`src/rtl/q_pkg.sv`:
```
// ---------------------------------------------------------------------------
// q_pkg
//   Definitions shared between the quantizer Q and the logic that consumes
//   its output codes.
//
//   Q_SYM_W      width of one quantized code Qx.
//   Q_SAT_CODE   code the quantizer produces when its input clips.
//   nsyms_width  width needed to hold a symbol count of 0..n inclusive.
// ---------------------------------------------------------------------------
package q_pkg;

  localparam int Q_SYM_W = 2;

  localparam logic [Q_SYM_W-1:0] Q_SAT_CODE = 2'b11;

  function automatic int nsyms_width(input int n);
    return $clog2(n) + 1;
  endfunction

endpackage

```
`src/rtl/q_out_slot.sv`:
```
// ---------------------------------------------------------------------------
// q_out_slot
//   Single-entry valid/ready holding register.  A word loaded here stays
//   stable until the consumer takes it.  A load and a drain may happen in
//   the same cycle, so back-to-back words flow at full rate.
//
//   Ports
//     clk, rst      clock; asynchronous active-high reset
//     load          capture load_word/load_nsyms this cycle; the caller
//                   only asserts it while slot_free is 1
//     load_word     word to capture
//     load_nsyms    symbol count to capture
//     out_ready     consumer accepts the held word
//     out_valid     slot holds a word
//     out_word      held word
//     out_nsyms     held symbol count
//     slot_free     slot can take a new word this cycle
// ---------------------------------------------------------------------------
module q_out_slot #(
  parameter int WORD_W = 8,
  parameter int NSYM_W = 3
) (
  input  logic              clk,
  input  logic              rst,
  input  logic              load,
  input  logic [WORD_W-1:0] load_word,
  input  logic [NSYM_W-1:0] load_nsyms,
  input  logic              out_ready,
  output logic              out_valid,
  output logic [WORD_W-1:0] out_word,
  output logic [NSYM_W-1:0] out_nsyms,
  output logic              slot_free
);

  // A drain frees the slot in the same cycle it is refilled.
  assign slot_free = !out_valid || out_ready;

  // NOTE: state registers use non-blocking assignments so that every
  // always_ff reads the values from before the clock edge.
  always_ff @(posedge clk or posedge rst) begin
    if (rst) begin
      out_valid <= 1'b0;
      out_word  <= '0;
      out_nsyms <= '0;
    end else if (load) begin
      out_valid <= 1'b1;
      out_word  <= load_word;
      out_nsyms <= load_nsyms;
    end else if (out_valid && out_ready) begin
      // Data fields keep their last value; only the valid flag drops.
      out_valid <= 1'b0;
    end
  end

endmodule

```
`src/rtl/q_symbol_packer.sv`:
```
// ---------------------------------------------------------------------------
// q_symbol_packer
//   Packs successive quantized codes Qx into SYMS_PER_WORD-symbol words and
//   presents them on a valid/ready output.  The first symbol accepted into
//   a word lands in the LSBs.  A level-sensitive flush emits a partially
//   filled word, with its unused slots zero.
//
//   Optional build macro QPACK_SAT_CNT_EN adds sat_count, a saturating
//   16-bit count of accepted clip codes (Q_SAT_CODE).
//
//   Ports
//     clk, rst    clock; asynchronous active-high reset
//     in_valid    in_q holds a symbol
//     in_ready    packer accepts in_q this cycle (0 while rst is high)
//     in_q        quantized symbol
//     flush       request to emit the partial word
//     out_valid   out_word/out_nsyms valid
//     out_ready   downstream accepts the word
//     out_word    packed word; symbol k at [SYM_W*k +: SYM_W]
//     out_nsyms   number of valid symbols in out_word
//     sat_count   (QPACK_SAT_CNT_EN only) accepted clip-code count
// ---------------------------------------------------------------------------
module q_symbol_packer
  import q_pkg::*;
#(
  parameter int SYMS_PER_WORD = 4,
  parameter int SYM_W         = Q_SYM_W
) (
  input  logic                                   clk,
  input  logic                                   rst,
  input  logic                                   in_valid,
  output logic                                   in_ready,
  input  logic [SYM_W-1:0]                       in_q,
  input  logic                                   flush,
  output logic                                   out_valid,
  input  logic                                   out_ready,
  output logic [SYM_W*SYMS_PER_WORD-1:0]         out_word,
  output logic [nsyms_width(SYMS_PER_WORD)-1:0]  out_nsyms
`ifdef QPACK_SAT_CNT_EN
  ,
  output logic [15:0]                            sat_count
`endif
);

  localparam int WORD_W = SYM_W * SYMS_PER_WORD;
  localparam int NSYM_W = nsyms_width(SYMS_PER_WORD);
  localparam int CNT_W  = $clog2(SYMS_PER_WORD);
  localparam logic [CNT_W-1:0] LAST_SLOT = CNT_W'(SYMS_PER_WORD - 1);

  logic [WORD_W-1:0] acc;
  logic [CNT_W-1:0]  cnt;
  logic              slot_free;
  logic              last_slot;
  logic              accept;
  logic              complete;
  logic              emit;
  logic [WORD_W-1:0] emit_word;
  logic [NSYM_W-1:0] emit_nsyms;

  // Only the symbol that would complete a word needs a free output slot.
  // Earlier symbols just go into acc.
  assign last_slot = (cnt == LAST_SLOT);
  assign in_ready  = !rst && (!last_slot || slot_free);
  assign accept    = in_valid && in_ready;
  assign complete  = accept && last_slot;

  // A full word and a flush in the same cycle produce a single emission.
  // A flush with nothing held and nothing arriving does nothing.
  assign emit = complete || (flush && slot_free && (cnt != '0 || accept));

  // NOTE: every signal driven here is assigned a default first, so no path
  // leaves it unassigned and no latch is inferred.
  always_comb begin
    emit_word = acc;
    if (accept) begin
      emit_word[SYM_W*cnt +: SYM_W] = in_q;
    end
    emit_nsyms = NSYM_W'(cnt) + NSYM_W'(accept);
  end

  // acc is cleared on every emission, so a partial word is zero-padded.
  // NOTE: acc is a plain register and is reset together with cnt.  This
  // lets a mid-word reset discard the partial word and keeps the zero
  // padding exact.
  always_ff @(posedge clk or posedge rst) begin
    if (rst) begin
      acc <= '0;
      cnt <= '0;
    end else if (emit) begin
      acc <= '0;
      cnt <= '0;
    end else if (accept) begin
      acc <= emit_word;
      cnt <= cnt + 1'b1;
    end
  end

  q_out_slot #(
    .WORD_W (WORD_W),
    .NSYM_W (NSYM_W)
  ) u_out_slot (
    .clk        (clk),
    .rst        (rst),
    .load       (emit),
    .load_word  (emit_word),
    .load_nsyms (emit_nsyms),
    .out_ready  (out_ready),
    .out_valid  (out_valid),
    .out_word   (out_word),
    .out_nsyms  (out_nsyms),
    .slot_free  (slot_free)
  );

`ifdef QPACK_SAT_CNT_EN
  logic [15:0] sat_cnt_q;

  always_ff @(posedge clk or posedge rst) begin
    if (rst) begin
      sat_cnt_q <= '0;
    end else if (accept && (in_q == SYM_W'(Q_SAT_CODE)) && (sat_cnt_q != 16'hFFFF)) begin
      sat_cnt_q <= sat_cnt_q + 16'd1;
    end
  end

  assign sat_count = sat_cnt_q;
`endif

endmodule

```
`config.mk`:
```
export PLATFORM = sky130hd
export DESIGN_NAME = q_symbol_packer
export DESIGN_NICKNAME = d
export VERILOG_FILES = /design/src/rtl/q_pkg.sv /design/src/rtl/q_out_slot.sv /design/src/rtl/q_symbol_packer.sv
export SDC_FILE = /design/constraint.sdc
export NUM_CORES = 1
export LEC_CHECK = 0
export ABC_AREA = 1
export CAP_MARGIN = 10
export CORE_MARGIN = 1
export CORE_UTILIZATION = 35
export CTS_BUF_LIST = sky130_fd_sc_hd__clkbuf_4 sky130_fd_sc_hd__clkbuf_8 sky130_fd_sc_hd__clkbuf_16
export CTS_CLUSTER_DIAMETER = 40
export CTS_CLUSTER_SIZE = 14
export DETAILED_ROUTE_END_ITERATION = 8
export HOLD_SLACK_MARGIN = 0.15
export PLACE_DENSITY = 0.65
export SETUP_SLACK_MARGIN = 0.4
export SYNTH_ARGS = -nofsm -noshare
export SYNTH_HDL_FRONTEND = slang
export SYNTH_SLANG_ARGS = --single-unit
```
`constraint.sdc`:
```
create_clock -name clk -period 1.7 [get_ports clk]
set_clock_uncertainty 0.05 [all_clocks]
set_input_delay 0.34 -clock clk [delete_from_list [all_inputs] [get_ports clk]]
set_output_delay 0.34 -clock clk [all_outputs]
set_load 0.02 [all_outputs]
```
* Word-level counts from Yosys, hierarchy flattened
Index checks and enable logic that the tools add are counted.
** Storage, ports and cells
- Register bits after elaboration :: 22
- Word-level logic and storage cells :: 35
- Output and inout bits :: 13
** Cells by class
- Reduce and logical (&&, ||, !) cells :: 16
- Add/subtract/negate cells :: 3
- Eq/ne operators :: 1
- Shifts and indexed selects :: 2
- Muxes and demuxes :: 8
** Operators by type and width (number)
- 3-bit negator with 34-bit output :: 1
- 2-bit by 34-bit variable shift with 8-bit output, first input constant :: 1
- 2-bit by 34-bit variable part select with 8-bit output :: 1
- 8-bit two-way mux :: 3
- 8-bit bitwise mux :: 1
- 1-bit logical AND :: 6
- 2-bit nonzero test :: 3
- 1-bit logical OR :: 4
- 2-bit two-way mux :: 2
- 2-bit by 1-bit adder with 3-bit output :: 1
- 1-bit logical NOT :: 3
- 2-bit by 1-bit adder with 2-bit output, second input constant :: 1
- 2-bit == test, second input constant :: 1
- 1-bit two-way mux :: 2

* Depth between registers and ports, before layout
Gate-level depths: netlist of the first run.
- Depth after elaboration :: 9
- Gate-level depth with buffers :: 10

* Modules after synthesis
From an unflattened synthesis of the first run, not the netlist that was laid out.
** Unflattened totals
- Cells, all modules :: 157
- Area, all modules :: 1202.4 µm²
** Modules (own cells, without submodules)
- q_symbol_packer :: cells each 105, seq. area each 250.2 µm², times used 1, area an instance 740.7 µm²
- q_out_slot :: cells each 52, seq. area each 300.3 µm², times used 1, area an instance 461.7 µm²

* Least setup slack after synthesis of the first run
OpenSTA, ideal clock, no wires.
- Path kind :: input to register
- Start :: input port rst
- End :: register u_out_slot.out_nsyms[1]
- Library setup time :: 0.117 ns
- Arrival time :: 1.920 ns
- Stages on the path :: 7
- Path slack :: -0.387 ns
- Data required time :: 1.533 ns
- Buffers on the path :: 0
- Cell sequence :: clkinv_1 -> nand3_4 -> inv_1 -> ha_1 -> ha_1 -> nand2_1 -> nand2_1
** RTL lines
- start, declared :: RTL line q_symbol_packer.sv:30 : input logic rst,
- 1-bit logical NOT (no line)
- 1-bit logical AND :: RTL line q_symbol_packer.sv:63 : assign in_ready = !rst && (!last_slot || slot_free);
- 1-bit logical AND :: RTL line q_symbol_packer.sv:64 : assign accept = in_valid && in_ready;
- 2-bit by 1-bit adder with 3-bit output :: RTL line q_symbol_packer.sv:78 : emit_nsyms = NSYM_W'(cnt) + NSYM_W'(accept);
- named net emit_nsyms[1] :: RTL line q_symbol_packer.sv:58 : logic [NSYM_W-1:0] emit_nsyms;
- end signal, assigned :: RTL line q_out_slot.sv:48 : out_nsyms <= load_nsyms;
- end, declared :: RTL line q_out_slot.sv:31 : output logic [NSYM_W-1:0] out_nsyms,
The timed path passes the listed nets, and every way through them passes these cells.
A chain may end at the register's enable or synchronous reset.

* Worst setup path after layout of the first run
- Start :: register cnt[1]
- End :: register u_out_slot.out_word[3]
** Between the ends
- Cells in the longest elaborated chain, start to end :: 8
** RTL lines
- start, declared :: RTL line q_symbol_packer.sv:51 : logic [CNT_W-1:0] cnt;
- start signal, assigned :: RTL line q_symbol_packer.sv:94 : cnt <= cnt + 1'b1;
- branches (longest 8 deep; another with 3-bit negator with 34-bit output)
- end signal, assigned :: RTL line q_out_slot.sv:47 : out_word <= load_word;
- end, declared :: RTL line q_out_slot.sv:30 : output logic [WORD_W-1:0] out_word,
Several ways; the timed one is not identified.

==> results of run 1 <==
worst max-delay path, stage by stage, from the launching register on:
cell and delay, ns:
sky130_fd_sc_hd__dfrtp_2 0.45, sky130_fd_sc_hd__ha_4 0.17, sky130_fd_sc_hd__nand3_4 0.05, sky130_fd_sc_hd__buf_6 0.10, sky130_fd_sc_hd__nand3_4 0.07, sky130_fd_sc_hd__buf_6 0.14, sky130_fd_sc_hd__a21oi_4 0.18, sky130_fd_sc_hd__buf_6 0.16
sky130_fd_sc_hd__buf_16 0.11, sky130_fd_sc_hd__nand3_2 0.05, sky130_fd_sc_hd__nand2_1 0.07
stage by stage:
stage          instance area (um^2)  total power, uW  TNS [ns]  hold WS [ns]  setup WS [ns]
2_1_floorplan                  1250             1680         0        0.0836         0.0978
3_3_place_gp                   1570             2120     -4.72         0.405         -0.292
3_5_place_dp                   1570             2150     -5.14         0.408         -0.306
4_1_cts                        1740             2600         0         0.268         0.0821
5_1_grt                        1900             3130    -0.357         0.271        -0.0509
6_report                       1900             2900         0         0.254         0.0265
worst paths after layout:
check,from,to,slack [ns],cells past startpoint
max,cnt[1],u_out_slot.out_word[3],0.03,10
min,rst,acc[6],0.25,4
max reg2reg,cnt[1],u_out_slot.out_word[3],0.03,10
min reg2reg,u_out_slot.out_word[6],u_out_slot.out_word[6],0.43,2
max in group asynchronous,rst,cnt[1],0.80,4
min in group clk,u_out_slot.out_word[6],u_out_slot.out_word[6],0.43,2
cell type report:
| class | instances | area, um^2 | area share [%] |
|---|---|---|---|
| well taps | 46 | 57.6 | 3.03 |
| inverters | 21 | 101 | 5.34 |
| flip-flops and latches | 22 | 554 | 29.2 |
| repair buffers | 45 | 454 | 23.9 |
| multi-input cells | 113 | 696 | 36.6 |
| clock buffers | 4 | 36.3 | 1.91 |
where the power goes:
part	total [uW]	switching (uW)	internal [uW]
registers	844	115	730
clock network	303	172	131
logic	1750	981	769
total	2900	1270	1630
synth_stat cells, drive strengths merged:
library cell / n / area (um^2)
a21oi: 3 / 26.3
buf: 2 / 18.8
clkinv: 2 / 7.51
dfrtp: 22 / 551
ha: 8 / 100
inv: 19 / 71.3
nand2: 67 / 251
nand3: 13 / 87.6
nand4: 5 / 31.3
nor2: 13 / 48.8
nor2b: 1 / 6.26
o21ai: 3 / 15.0
flip-flops by register name, summed over array words and instances (netlist names):
register and flops:
acc 8, u_out_slot.out_word 8, u_out_slot.out_valid 1, cnt 2, u_out_slot.out_nsyms 3
kinds of logic after synthesis:
kind of cell	after synthesis	share of synthesized area (%)
buffers and inverters	23	8.03
AOI/OAI and AO/OA	6	3.40
and+or+nand+nor	99	35.0
adders and majority gates	8	8.24
DFF	22	45.3
per-layer routing:
metal | wire (um) | vias up
li1 | - | 586
met1 | 1310 | 563
met2 | 1630 | 33
met3 | 126 | 12
met4 | 114 | 0
met5 | 0 | -
timing repair:
item                                   CTS  global route
pin swaps                               11            10
endpoints found under the hold margin    8             0
hold buffers                             1             0
gates cloned                             2             1
resized for setup                       76            36
buffers inserted                         8             4
setup endpoints to repair               35            31
==> flow_summary.rst, run 1 <==
.. list-table::
   :header-rows: 1

   * - Metric
     - Value
   * - Run status
     - complete, no violations
   * - Path type of the worst setup path
     - flop to flop
   * - Critical Path End Type
     - flop
   * - Transition time at the pin with the least slew margin
     - 0.320 ns
   * - Post-CTS clock slew at the launch and capture registers of the worst setup and hold paths
     - between 0.1 and 0.15 ns
   * - Total number of yosys warnings
     - 0
   * - Crit path required time
     - ~1.9 ns
   * - Effective utilization at floorplan
     - 36.4%
   * - Number of maximum-capacitance violations
     - 0
   * - Clock root buffer
     - sky130_fd_sc_hd__clkbuf_4
   * - FP Rows
     - 21
   * - Non-filler cells in the finished layout
     - 251
   * - Standby leakage power
     - 0.000963 uW
   * - Width of the die
     - 60.9 um
   * - GR Util met3
     - 2.77%
   * - Met2 Resource Use GR
     - 31.7%
   * - RD Place Congestion
     - around 0.86
   * - Area of the mapped netlist
     - 1210 um^2
   * - Ratio of cells with drive above 1 in the final layout
     - 39.5%
   * - Commonest non-fill, non-tap cells in the layout
     - sky130_fd_sc_hd__nand2_1, sky130_fd_sc_hd__dfrtp_1, sky130_fd_sc_hd__buf_4
   * - Die Area
     - 3710 um^2
   * - Via count of the routed design
     - between 1000 and 1500
   * - Final number of hold-violating endpoints
     - 0
   * - Total length of routed wires
     - 3.18 mm
   * - Final setup violation count
     - 0
   * - Leading cell type in the layout, fill and taps excluded
     - sky130_fd_sc_hd__nand2_1
   * - Area of the core region
     - roughly 3300 um^2
   * - Half-perimeter wire length of the detailed placement result
     - 1.90 mm
   * - CTS H-Tree Depth
     - 1
   * - Global-route congestion overflow total
     - 0
   * - Count of port buffers added during placement
     - 19
   * - Final #Nets
     - about 220
   * - Synthesis-to-finish area growth
     - 56.3%
   * - Mean post-synth cell area
     - a little under 8 um^2
   * - Placed Cells incl. Taps
     - 231
   * - Maximum operating frequency
     - 0.598 GHz
   * - Met1 GRT Util
     - 20.7%
   * - Cts bufs inserted
     - 3
   * - Critical-path maximum fanout
     - 5
   * - Nets in the synthesized netlist
     - between 150 and 200
   * - Final core utilization
     - about 57%
   * - Headroom to the max-slew limit
     - 78.7%
   * - Min-delay worst type
     - primary input to asynchronous set/reset pin
   * - Post-synth cell types
     - 17
   * - Cells after synthesis
     - 158
   * - I/O pin count
     - 20
   * - Final Slew Violations
     - 0
   * - Largest net degree at the start of global routing
     - 18
   * - Post-route ant nets
     - 0
   * - Proportion of synthesized chip area in sequential cells
     - around 45%
   * - Via-to-Cell Ratio
     - 4.76
   * - Insertion delay to the later sink of the worst-skew pair
     - 0.32 ns
   * - Power density cells
     - ~1500 nW/um^2
   * - Worst voltage drop across the vdd grid
     - 0.000818 V
   * - Min cycle time layout
     - 1.67 ns
   * - Number of DRC violations after detailed routing
     - 0
   * - GR peak layer
     - met2
   * - Maximum clock path buffer count
     - 2
   * - Unrepaired setup endpoints after global routing
     - true
   * - Number of detailed-routing iterations run before antenna repair
     - 4
   * - Worst Setup Start Kind
     - flop
   * - Flop and latch count out of synthesis
     - 22
   * - Routed len/inst
     - 12.7 um
   * - Antenna violations before repair
     - 0
   * - Antenna cell count
     - 0
   * - Clk sinks
     - 22
   * - Endpoint arrival time on the critical path
     - 1.89 ns
   * - Initial DRC count
     - 34
   * - Total routing usage reported by global routing
     - 17.8%
   * - Die Y-Extent
     - roughly 61 um
   * - Via count of the first global-routing pass
     - 1156
   * - Number of fill cells
     - 297
   * - Wire length of the first global-routing pass
     - 4.89 mm
   * - Share of the clock period used by the worst path after layout
     - 98.4%
   * - TritonCTS clock tree
     - built
Note: power is estimated with default switching activity, not from simulation.
==> run 2, diff against run 1 <==
Settings changed: CTS_CLUSTER_SIZE 14 to 8.
==> results of run 2 <==
Same layout as run 1: the final DEF is identical, and so are final timing and power.
==> run 3, diff against run 2 <==
Settings changed: SKIP_LAST_GASP from default to 1.
==> flow_summary.rst, run 3 (same netlist as run 1, synthesis figures left out) <==
.. list-table::
   :header-rows: 1

   * - Metric
     - Value
   * - Total length of routed wires
     - 3.20 mm
   * - Final Slew Violations
     - 0
   * - Transition time at the pin with the least slew margin
     - 0.322 ns
   * - Die Y-Extent
     - a little over 60 um
   * - Share of the clock period used by the worst path after layout
     - between 90% and 100%
   * - Buffer and inverter count on the worst path
     - 4
   * - Run status
     - complete, no violations
   * - Maximum clock path buffer count
     - 2
   * - Final setup violation count
     - 0
   * - Unrepaired setup endpoints after global routing
     - true
   * - I/O pin count
     - 20
   * - Worst stage delay on the critical path
     - between 0.4 and 0.5 ns
   * - Antenna violations before repair
     - 0
   * - Die Area
     - 3710 um^2
   * - Fraction of power spent switching nets
     - 43.7%
   * - Family with the most delay on the worst path
     - buffers and inverters
   * - Post-route ant nets
     - 0
   * - Crit path required time
     - 1.91 ns
   * - Antenna cell count
     - 0
   * - Clock root buffer
     - sky130_fd_sc_hd__clkbuf_4
   * - Critical-path maximum fanout
     - 5
   * - Critical Path End Type
     - flop
   * - Clk sinks
     - 22
   * - NetSw
     - 1260 uW
   * - FP Rows
     - 21
   * - Synthesis-to-finish area growth
     - 55.7%
   * - Area of the core region
     - 3340 um^2
   * - Critical-path cell with the highest stage delay
     - sky130_fd_sc_hd__dfrtp_2
   * - Worst Setup Start Kind
     - flop
   * - Number of DRC violations after detailed routing
     - 0
   * - Half-perimeter wire length of the detailed placement result
     - ~1.9 mm
   * - Post-CTS clock slew at the launch and capture registers of the worst setup and hold paths
     - 0.13 ns
   * - Min cycle time layout
     - roughly 1.7 ns
   * - Commonest non-fill, non-tap cells in the layout
     - sky130_fd_sc_hd__nand2_1, sky130_fd_sc_hd__dfrtp_1, sky130_fd_sc_hd__buf_4
   * - Routed len/inst
     - 12.7 um
   * - Width of the die
     - approximately 61 um
   * - Internal cell power
     - about 1600 uW
   * - Wire length of the first global-routing pass
     - 4.89 mm
   * - Worst voltage drop across the vdd grid
     - a little over 0.0008 V
   * - Maximum operating frequency
     - 0.599 GHz
   * - Post-layout total power
     - 2880 uW
   * - Total routing usage reported by global routing
     - 17.8%
   * - Placed Cells incl. Taps
     - ~230
   * - Number of detailed-routing iterations run before antenna repair
     - 4
   * - Largest net degree at the start of global routing
     - 18
   * - Standby leakage power
     - ~0.00096 uW
   * - Clock network fraction of total power
     - a little over a tenth
   * - Leading cell type in the layout, fill and taps excluded
     - sky130_fd_sc_hd__nand2_1
   * - Worst slack at placement
     - -0.306 ns
   * - Dominant cell type by count on the critical path
     - sky130_fd_sc_hd__buf_6
   * - Path type of the worst setup path
     - flop to flop
   * - Final #Nets
     - ~220
   * - Via-to-Cell Ratio
     - 4.78
   * - Relative contribution of combinational cells to total power
     - around three fifths
   * - Final number of hold-violating endpoints
     - 0
   * - Ordered list of cells on the worst path
     - ha_4, nand3_4, buf_6, nand3_4, buf_6, a21oi_4, buf_6, buf_16, nand3_2, nand2_1
   * - Power density cells
     - 1520 nW/um^2
   * - Via count of the first global-routing pass
     - 1156
   * - Cts bufs inserted
     - 3
   * - Global-route congestion overflow total
     - 0
   * - RD Place Congestion
     - 0.863
   * - Effective utilization at floorplan
     - 36.4%
   * - Via count of the routed design
     - between 1000 and 1500
   * - TritonCTS clock tree
     - built
   * - TNS Setup
     - 0 ns
   * - Insertion delay to the later sink of the worst-skew pair
     - 0.32 ns
   * - Count of port buffers added during placement
     - 19
   * - Endpoint arrival time on the critical path
     - roughly 1.9 ns
   * - Min-delay worst type
     - primary input to asynchronous set/reset pin
   * - Initial DRC count
     - 34
   * - Non-filler cells in the finished layout
     - 251
   * - Registers with the highest flip-flop counts
     - acc: 8 flops, u_out_slot.out_word: 8 flops, u_out_slot.out_nsyms: 3 flops
   * - Ratio of cells with drive above 1 in the final layout
     - 38.0%
   * - CTS H-Tree Depth
     - 1
   * - Number of fill cells
     - 298
   * - Headroom to the max-slew limit
     - 78.5%
   * - Number of maximum-capacitance violations
     - 0
   * - Sequential group share of total power
     - 29.3%
   * - Post-route setup slack
     - roughly 0.031 ns
-- run 3: cell types whose count changed in the layout (fill, tap and decap cells not counted) --
cell                      previous run  this run
sky130_fd_sc_hd__nand2_2             3         1
sky130_fd_sc_hd__nand2_1            63        65
sky130_fd_sc_hd__nor2_1              2         3
sky130_fd_sc_hd__nor2_2              8         7
-- run 3: stage by stage --
step	utilization [%]	cell area, um^2	hold WS [ns]
3_5_place_dp	47.0	1570	0.408
6_report	56.7	1890	0.255
5_1_grt	56.7	1890	0.271
2_1_floorplan	-	1250	0.0836
4_1_cts	52.0	1740	0.268
3_3_place_gp	47.0	1570	0.405
-- run 3: power groups by stage --
stage | combinational (uW) | clock [uW] | sequential [uW]
final | 1730 | 303 | 844
after detailed placement | 1300 | 0 | 849
after global routing | 1920 | 324 | 870
after global placement | 1280 | 0 | 837
after floorplan | 677 | 0 | 1000
after CTS | 1470 | 305 | 834
-- run 3: final timing paths --
path | startpoint | endpoint | slack, ns | cells past startpoint
max in group asynchronous | rst | cnt[1] | 0.80 | 4
worst min register to register | u_out_slot.out_word[6] | u_out_slot.out_word[6] | 0.43 | 2
worst max-delay path | cnt[1] | u_out_slot.out_word[3] | 0.03 | 10
worst max register to register | cnt[1] | u_out_slot.out_word[3] | 0.03 | 10
min in group clk | u_out_slot.out_word[6] | u_out_slot.out_word[6] | 0.43 | 2
worst min-delay path | rst | acc[6] | 0.26 | 4
-- run 3: timing repair --
item	in CTS	in global routing
hold endpoints to repair	8	0
cloned	2	1
endpoints found under the setup margin	35	31
hold buffers	1	0
resized for setup	76	33
setup buffers	8	4
pin swaps	11	10
-- run 3: metal layers --
| layer | vias to the layer above | wire length (um) | track usage, % | share of wire, % |
|---|---|---|---|---|
| met1 | 574 | 1320 | 20.7 | 41 |
| met4 | 0 | 100 | 8.77 | 3.1 |
| met3 | 10 | 106 | 2.77 | 3.3 |
| met2 | 31 | 1670 | 31.7 | 52 |
| li1 | 586 | - | - | - |
| met5 | - | 0 | 0 | 0 |
-- run 3: worst min-delay path, stage by stage --
cell	delay, ns
sky130_fd_sc_hd__dlygate4sd2_1	0.26
sky130_fd_sc_hd__clkinv_4	0.06
sky130_fd_sc_hd__buf_4	0.11
sky130_fd_sc_hd__buf_4	0.24
-- run 3: area by class of cell --
class / count / area [um^2] / area share (%)
timing repair buffer: 45 / 454 / 24.0
clock buffer: 4 / 36.3 / 1.92
sequential: 22 / 554 / 29.3
tap: 46 / 57.6 / 3.04
inverter: 21 / 101 / 5.36
multi-input combinational: 113 / 688 / 36.4
